`src/rtl/hex_uart_tx.sv`:
```
// hex_uart_tx
// Streams the 32-bit hex entry value as ASCII characters to a byte-wide UART
// transmitter. Digits go out most-significant nibble first. Leading zero
// nibbles can be suppressed with the same rule the display uses for blanking,
// and the frame can optionally end with CR LF.
//
// Ports
//   clk      system clock
//   reset    asynchronous, active-high reset; aborts any frame in progress
//   start    one-cycle request to send value (ignored while busy or in DONE)
//   value    32-bit value to send, nibble [31:28] first
//   txready  transmitter can accept a byte when high
//   txdata   ASCII byte presented to the transmitter
//   txclk    one-cycle load strobe to the transmitter
//   busy     high from the cycle after an accepted start until done
//   done     one-cycle pulse after the last byte handshake completes
//
// Byte handshake (one character):
//   WAITRDY waits for txready=1 and registers txdata. PULSE registers
//   txclk=1, so txclk is high during the first HOLD cycle only, one cycle
//   after txdata settled. HOLD waits for txready=0 (byte taken). ACKWAIT waits
//   for txready=1 before advancing to the next character or finishing.
//   Each state is exactly one cycle when the transmitter responds at once.

module hex_uart_tx #(
   parameter bit SUPPRESS = 1'b1,  // 1: skip leading zero nibbles
   parameter bit EOL      = 1'b1,  // 1: append CR LF after the digits
   parameter bit UPPER    = 1'b1   // 1: 'A'-'F', 0: 'a'-'f'
) (
   input  logic        clk,
   input  logic        reset,
   input  logic        start,
   input  logic [31:0] value,
   input  logic        txready,
   output logic [7:0]  txdata,
   output logic        txclk,
   output logic        busy,
   output logic        done
);

   typedef enum logic [2:0] {
      IDLE    = 3'd0,
      WAITRDY = 3'd1,
      PULSE   = 3'd2,
      HOLD    = 3'd3,
      ACKWAIT = 3'd4,
      DONE    = 3'd5
   } state_t;

   // Which part of the frame the current character belongs to.
   typedef enum logic [1:0] {
      PH_DIGIT = 2'd0,
      PH_CR    = 2'd1,
      PH_LF    = 2'd2
   } phase_t;

   state_t      state;
   phase_t      phase;
   logic [31:0] shadow;     // value captured at the accepted start
   logic [2:0]  idx;        // nibble index of the current digit

   logic [2:0]  first_idx;
   logic [3:0]  cur_nib;
   logic [7:0]  cur_char;
   logic        last_char;

   // Nibble to ASCII hex character.
   function automatic logic [7:0] to_ascii(input logic [3:0] n);
      if (n < 4'd10)
         return 8'h30 + {4'h0, n};
      else if (UPPER)
         return 8'h41 + {4'h0, n} - 8'd10;
      else
         return 8'h61 + {4'h0, n} - 8'd10;
   endfunction

   // Starting digit. With suppression this is the highest nonzero nibble;
   // the ascending loop lets the highest match win. An all-zero value falls
   // through to index 0 so a single '0' is still sent.
   always_comb begin
      first_idx = 3'd0;
      if (!SUPPRESS) begin
         first_idx = 3'd7;
      end else begin
         for (int i = 0; i < 8; i++) begin
            if (value[4*i +: 4] != 4'h0)
               first_idx = 3'(i);
         end
      end
   end

   assign cur_nib = shadow[{idx, 2'b00} +: 4];

   always_comb begin
      case (phase)
         PH_CR:   cur_char = 8'h0D;
         PH_LF:   cur_char = 8'h0A;
         default: cur_char = to_ascii(cur_nib);
      endcase
   end

   // The character just handshaken is the final one of the frame.
   always_comb begin
      last_char = 1'b0;
      case (phase)
         PH_DIGIT: last_char = (idx == 3'd0) && !EOL;
         PH_LF:    last_char = 1'b1;
         default:  last_char = 1'b0;
      endcase
   end

   always_ff @(posedge clk or posedge reset) begin
      if (reset) begin
         state  <= IDLE;
         phase  <= PH_DIGIT;
         shadow <= 32'h0;
         idx    <= 3'd0;
         txdata <= 8'h00;
         txclk  <= 1'b0;
         busy   <= 1'b0;
         done   <= 1'b0;
      end else begin
         case (state)
            IDLE: begin
               done <= 1'b0;
               if (start) begin
                  shadow <= value;
                  idx    <= first_idx;
                  phase  <= PH_DIGIT;
                  busy   <= 1'b1;
                  state  <= WAITRDY;
               end
            end

            WAITRDY: begin
               if (txready) begin
                  txdata <= cur_char;
                  state  <= PULSE;
               end
            end

            // txdata has been stable for this whole cycle; raise the strobe.
            PULSE: begin
               txclk <= 1'b1;
               state <= HOLD;
            end

            // Strobe drops after one cycle no matter how long txready stays
            // high, so a slow transmitter never sees a second load.
            HOLD: begin
               txclk <= 1'b0;
               if (!txready)
                  state <= ACKWAIT;
            end

            ACKWAIT: begin
               if (txready) begin
                  if (last_char) begin
                     state  <= DONE;
                     done   <= 1'b1;
                     busy   <= 1'b0;
                     txdata <= 8'h00;
                  end else begin
                     state <= WAITRDY;
                     if (phase == PH_DIGIT) begin
                        if (idx != 3'd0)
                           idx <= idx - 3'd1;
                        else
                           phase <= PH_CR;
                     end else begin
                        phase <= PH_LF;
                     end
                  end
               end
            end

            // start is deliberately not sampled here.
            DONE: begin
               done  <= 1'b0;
               state <= IDLE;
            end

            default: begin
               state <= IDLE;
            end
         endcase
      end
   end

endmodule

```
`config.mk`:
```
export PLATFORM = sky130hd
export DESIGN_NAME = hex_uart_tx
export DESIGN_NICKNAME = d
export VERILOG_FILES = /design/src/rtl/hex_uart_tx.sv
export SDC_FILE = /design/constraint.sdc
export NUM_CORES = 1
export LEC_CHECK = 0
export ABC_AREA = 1
export CAP_MARGIN = 20
export CORE_ASPECT_RATIO = 0.7
export CORE_MARGIN = 2
export CORE_UTILIZATION = 57
export DETAILED_ROUTE_END_ITERATION = 16
export GPL_TIMING_DRIVEN = 0
export MAX_ROUTING_LAYER = met4
export PLACE_DENSITY = 0.9
export SYNTH_ARGS = -nofsm -noshare
export SYNTH_HDL_FRONTEND = slang
export SYNTH_SLANG_ARGS = --single-unit
```
`constraint.sdc`:
```
create_clock -name clk -period 4.35 [get_ports clk]
set_clock_uncertainty 0.05 [all_clocks]
set_input_delay 0.435 -clock clk [delete_from_list [all_inputs] [get_ports clk]]
set_output_delay 0.435 -clock clk [all_outputs]
set_load 0.01 [all_outputs]
```
Word level (Yosys, flattened, before mapping). Index checks and enable logic that the tools add are counted.

Memories kept: 0. Latch bits: 0. Input bits: 36. Memory bits (read-only): 0. Register bits: 51. Output and inout bits: 11. Memory bits (writable): 0. Word-level logic and storage cells: 92.

$lt $le $gt $ge: 1. Multiply operators: 0. Add/subtract/negate cells: 4. Muxes and demuxes: 40. Div/mod/pow operators: 0. Bitwise logic cells: 0. Shift-type cells: 1. Reduce and logical (&&, ||, !) cells: 22. Eq/ne operators: 16.

Operators with widths (count): 2-to-1 mux 3 bit (16); 2-to-1 mux 8 bit (4); case mux 8 bit (2 select lines) (2); indexed part select 32 x 6 -> 4 bit (1); nonzero test 4 bit (7); inequality test 2 bit, second input constant (8); case mux 3 bit (5 select lines) (1); AND reduction 4 bit (3); 2-to-1 mux 2 bit (5); adder 7 x 4 -> 8 bit, first input constant (1); nonzero test 2 bit (4); subtractor 8 x 4 -> 8 bit, second input constant (1); adder 6 x 4 -> 7 bit, first input constant (1); 2-to-1 mux 1 bit (7); equality test 3 x 2 -> 1 bit, second input constant (2); equality test 3 bit, second input constant (2); case mux 1 bit (2 select lines) (3); case mux 3 bit (2 select lines) (1); AND reduction 6 bit (1); AND reduction 5 bit (1); < comparator 4 bit, second input constant (1); case mux 2 bit (2 select lines) (1); equality test 3 x 1 -> 1 bit, second input constant (1); zero test 3 bit (1); other kinds (9) (9).

Depth between registers and ports, before layout.
Depth in word-level cells: 10. Gate-level depth with buffers: 13. Depth with buffers taken out: 12.

Least setup slack after synthesis. OpenSTA, ideal clock, no wires.

Path kind: register to register. Start: register idx[0]. End: register txdata[2]. Required time: 4.184 ns. Path slack: 2.785 ns. Arrival time: 1.399 ns. Cell stages (with the launch flop): 13. Clock period less this slack: 1.565 ns. Buffers on the path: 1. Path through: dfrtp_1 > buf_4 > o21ai_0 > nand2_1 > nand3_1 > nand2_1 > ha_1 > inv_1 > nor2_4 > nand3_1 > nand2_1 > nand2_1 > nand2_1.

Longest elaborated chain between the ends: 7. Elaborated cells between the ends (all ways): 9.

Ends and longest elaborated chain: start: declaration (RTL line 60) `logic [2:0] idx;`; start signal: assignment (RTL line 128) `idx <= first_idx;`; start signal: assignment (RTL line 167) `idx <= idx - 3'd1;`; indexed part select 32 x 6 -> 4 bit * (RTL line 92) `assign cur_nib = shadow[{idx, 2'b00} +: 4];`; adder 7 x 4 -> 8 bit (RTL line 72) `return 8'h41 + {4'h0, n} - 8'd10;`; subtractor 8 x 4 -> 8 bit (RTL line 72); 2-to-1 mux 8 bit * (RTL line 69) `if (n < 4'd10)`; case mux 8 bit (2 select lines) * (RTL line 95) `case (phase)`; 2-to-1 mux 8 bit * (RTL line 136) `if (txready) begin`; case mux 8 bit (2 select lines) * (RTL line 123) `case (state)`; end signal: assignment (RTL line 137) `txdata <= cur_char;`; end: declaration (RTL line 35) `output logic [7:0] txdata,`.

Mark *: on every way between the ends. The rest lies on a longest branch, timed or not. The select of a mux whose other input is x is not followed. A chain may end at the register's enable or synchronous reset.

Final worst setup path.
Start: register idx[1]. End: register txdata[2].

Same word-level chain as after synthesis.

==> results.txt <==
----------------------------------------------------
[Logic synthesis]
  Yosys warning count ... 0
  Number of storage elements in the synthesis netlist ... 50
  Share of synthesized registers carrying an async set or reset ... 100.0%
  Syn Nets ... 410
  Synthesized area divided by synthesized cell count ... approximately 7.5 sq um
  Post-synth top flop ... sky130_fd_sc_hd__dfrtp_1
  Synthesized cell area ... between 0.002 and 0.003 sq mm
  Yosys cell types ... 32
  Number of enable flip-flop cells after synthesis ... 0
  Seq/Total Area, Yosys ... 45.41%
  Gate Count Post-Synth ... around 370

[Floorplanning]
  Starting density of the core ... just under 60%
  Horizontal extent of the die ... a little under 90 microns
  Number of primary I/O pins ... 47
  Overall die height ... a little over 60 microns
  Total die area ... approximately 0.0054 sq mm
  Core Rows ... 21
  Core outline area ... roughly 0.0047 sq mm

[Min path]
  Hold WC Path Type ... in2async

[Layout]
  Net count reported at finish ... around 460
  Fraction of layout instances using a drive strength above 1 ... between 10% and 20%
  Antenna Cells ... 0
  Layout Area Growth over Synthesis ... 23.62%

[Power]
  Largest voltage drop on the vdd net ... between 0.3 and 0.4 mV
  Pwr dens ... between 600 and 700 mW/mm^2
  Leakage dissipation ... ~0.0017 uW

[Drt]
  Highest metal layer used by the detailed router ... met4
  Met1 wire length ... approximately 3000 microns
  Number of remaining DRC errors ... 0
  Number of detailed-route iterations in the first pass ... 5
  Wire length on met3 ... 401 microns
  Detailed-routed wire length on met2 ... ~2800 microns
  Iter 0 DRT Violations ... between 150 and 200
  Routed wire length per instance ... between 10 and 15 microns
  Average via count per standard cell ... around 5.3
  Number of nets with antenna violations after routing ... 0
  Total vias in the final route ... roughly 2600
  WL final ... between 6000 and 7000 microns

[Clock network]
  CTS tree ... built
  Number of clock sinks ... 50
  Clock latency on the worst-skew pair ... ~0.31 ns
  Number of buffers on the longest clock path ... 2
  Number of buffers created by CTS ... 5
  Root Driver ... sky130_fd_sc_hd__clkbuf_8
  Number of hold buffers added after CTS ... 0
  Post-CTS setup repair buffer count ... 0
  Post-cts repair resize count ... 0
  Clock slew at the register clock pins of the worst setup and hold paths ... about 0.09 ns
  Number of H-tree levels ... 2

[GRT]
  Antenna violations before repair ... 0
  Vias in the first global route ... between 2000 and 2500
  Total global routing overflow ... 0
  All-layer global routing usage ... 26.76%
  Largest net degree at the start of global routing ... 31
  Global-route wire length before repair ... 10810 microns

[Timing]
  Number of slew-limit violations in the final report ... 0
  Setup repair after global routing missed its margin ... no
  # setup viols final ... 0
  Final worst path period need ... roughly 1.8 ns
  Max Clock Freq ... approximately 550 MHz
  Final worst path period share ... roughly two fifths
  Final Hold Viols ... 0
  Setup tns final ... 0 ns
  Setup ws final ... 2.524 ns

[Placement]
  Setup slack at placement ... 2.437 ns
  Number of I/O port buffers ... 45
  Gpl congestion ... between 0.9 and 1
  Detail Placement HPWL ... 4807 microns

[Setup path]
  Sort of element at the start of the critical path ... flip-flop
  Start of the worst register-to-register path ... idx[1]$_DFFE_PP0P_
  Arrival time at the worst endpoint ... between 2 and 2.5 ns
  Worst path required time ... 4.55 ns
  Highest fanout seen on the critical path ... 10
  Source of the critical timing path ... idx[1]$_DFFE_PP0P_
  Endpoint type of the worst setup path ... flip-flop
  R2R cell count ... 13
  Critical path start-end classification ... reg2reg

[Job]
  Number of maximum-capacitance violations ... 0

[Outcome]
  Run status ... complete, no violations

----------------------------------------------------
==> cells by family (layout without fill, tap and decap cells) <==
kind of cell / after synthesis / after routing / synth area share, %
DFF: 50 / 50 / 45.41
buffers and inverters: 65 / 119 / 10.13
adders and majority gates: 6 / 6 / 2.725
other: 1 / 1 / 0.1361
AOI/OAI and AO/OA: 57 / 57 / 11.85
and+or+nand+nor: 189 / 189 / 29.75
==> through the flow <==
stage,hold WS (ns),utilization [%],area [sq um],power (uW),std cells
after floorplan,0.3922,-,2755,1648,368
after CTS,0.4181,72.41,3406,2305,479
final,0.4001,72.41,3406,2313,479
after global placement,0.4065,69.67,3277,1919,470
after detailed placement,0.4188,70.10,3297,1969,471
after global routing,0.4460,72.41,3406,2505,479
==> placed cells by master (no fill, tap or decap), drive strengths merged, types with 2 or more instances in the layout <==
cell and count:
a21oi 8, buf 10, clkbuf 7, clkdlybuf4s50 45, clkinv 2, dfrtp 50
ha 6, inv 54, nand2 127, nand3 22, nor2 36, nor3 2
nor4 2, o21ai 41
==> where the power goes <==
| group | switching [uW] | internal [uW] |
|---|---|---|
| sequential | 95.7 | 669 |
| combinational | 758 | 467 |
| clock | 155 | 169 |
==> registers in the layout, indices dropped and copies added, names as in the netlist <==
signal	cells
txclk	1
state	3
idx	3
busy	1
done	1
txdata	7
phase	2
shadow	32
==> layout make-up <==
cell class	instances	area [sq um]
multi-input combinational	253	1225
clock buffer	5	68.82
inverter	54	205.2
buffer	11	73.82
clock inverter	3	40.04
sequential	50	1251
timing repair buffer	46	470.5
fill	370	1297
tap	57	71.32
==> Yosys cell counts (2+ instances only) <==
master / number / area, sq um
sky130_fd_sc_hd__a21oi_1: 6 / 30.03
sky130_fd_sc_hd__nand2_4: 5 / 56.30
sky130_fd_sc_hd__ha_1: 6 / 75.07
sky130_fd_sc_hd__o21ai_0: 28 / 140.1
sky130_fd_sc_hd__dfrtp_1: 50 / 1251
sky130_fd_sc_hd__buf_2: 2 / 10.01
sky130_fd_sc_hd__nor2_4: 3 / 33.78
sky130_fd_sc_hd__nor2_1: 31 / 116.4
sky130_fd_sc_hd__o21ai_1: 13 / 65.06
sky130_fd_sc_hd__nand3_1: 22 / 110.1
sky130_fd_sc_hd__buf_4: 6 / 45.04
sky130_fd_sc_hd__nor4_1: 2 / 12.51
sky130_fd_sc_hd__nand2_1: 118 / 442.9
sky130_fd_sc_hd__nor2_2: 2 / 12.51
sky130_fd_sc_hd__clkbuf_1: 2 / 7.510
sky130_fd_sc_hd__inv_1: 44 / 165.2
sky130_fd_sc_hd__nor3_1: 2 / 10.01
sky130_fd_sc_hd__nand2_2: 4 / 25.02
sky130_fd_sc_hd__inv_2: 9 / 33.78
==> critical path: stages (launching register included) <==
cell	delay (ns)
sky130_fd_sc_hd__dfrtp_1	0.36
sky130_fd_sc_hd__buf_2	0.19
sky130_fd_sc_hd__inv_2	0.18
sky130_fd_sc_hd__nor2_1	0.07
sky130_fd_sc_hd__o21ai_1	0.07
sky130_fd_sc_hd__nand3_1	0.11
sky130_fd_sc_hd__nand2_1	0.14
sky130_fd_sc_hd__ha_1	0.18
sky130_fd_sc_hd__inv_1	0.07
sky130_fd_sc_hd__nor2_4	0.11
sky130_fd_sc_hd__nand3_1	0.07
sky130_fd_sc_hd__nand2_1	0.07
sky130_fd_sc_hd__nand2_1	0.05
sky130_fd_sc_hd__nand2_1	0.05
==> layer usage <==
metal	track usage, %	up-vias
met1	36.41	1193
met4	8.462	0
met2	39.41	101
met5	-	-
li1	-	1252
met3	7.181	16
==> path summary, 6_finish.rpt <==
check                                         endpoint  slack, ns
worst max-delay path             txdata[2]$_DFFE_PP0P_       2.52
worst min-delay path             txdata[4]$_DFFE_PP0P_       0.40
worst max register to register   txdata[2]$_DFFE_PP0P_       2.52
worst min register to register   txdata[1]$_DFFE_PP0P_       0.44
max in group asynchronous       shadow[14]$_DFFE_PP0P_       3.33
min in group clk                 txdata[1]$_DFFE_PP0P_       0.44
No activity file was read; power rests on OpenSTA's default activity.
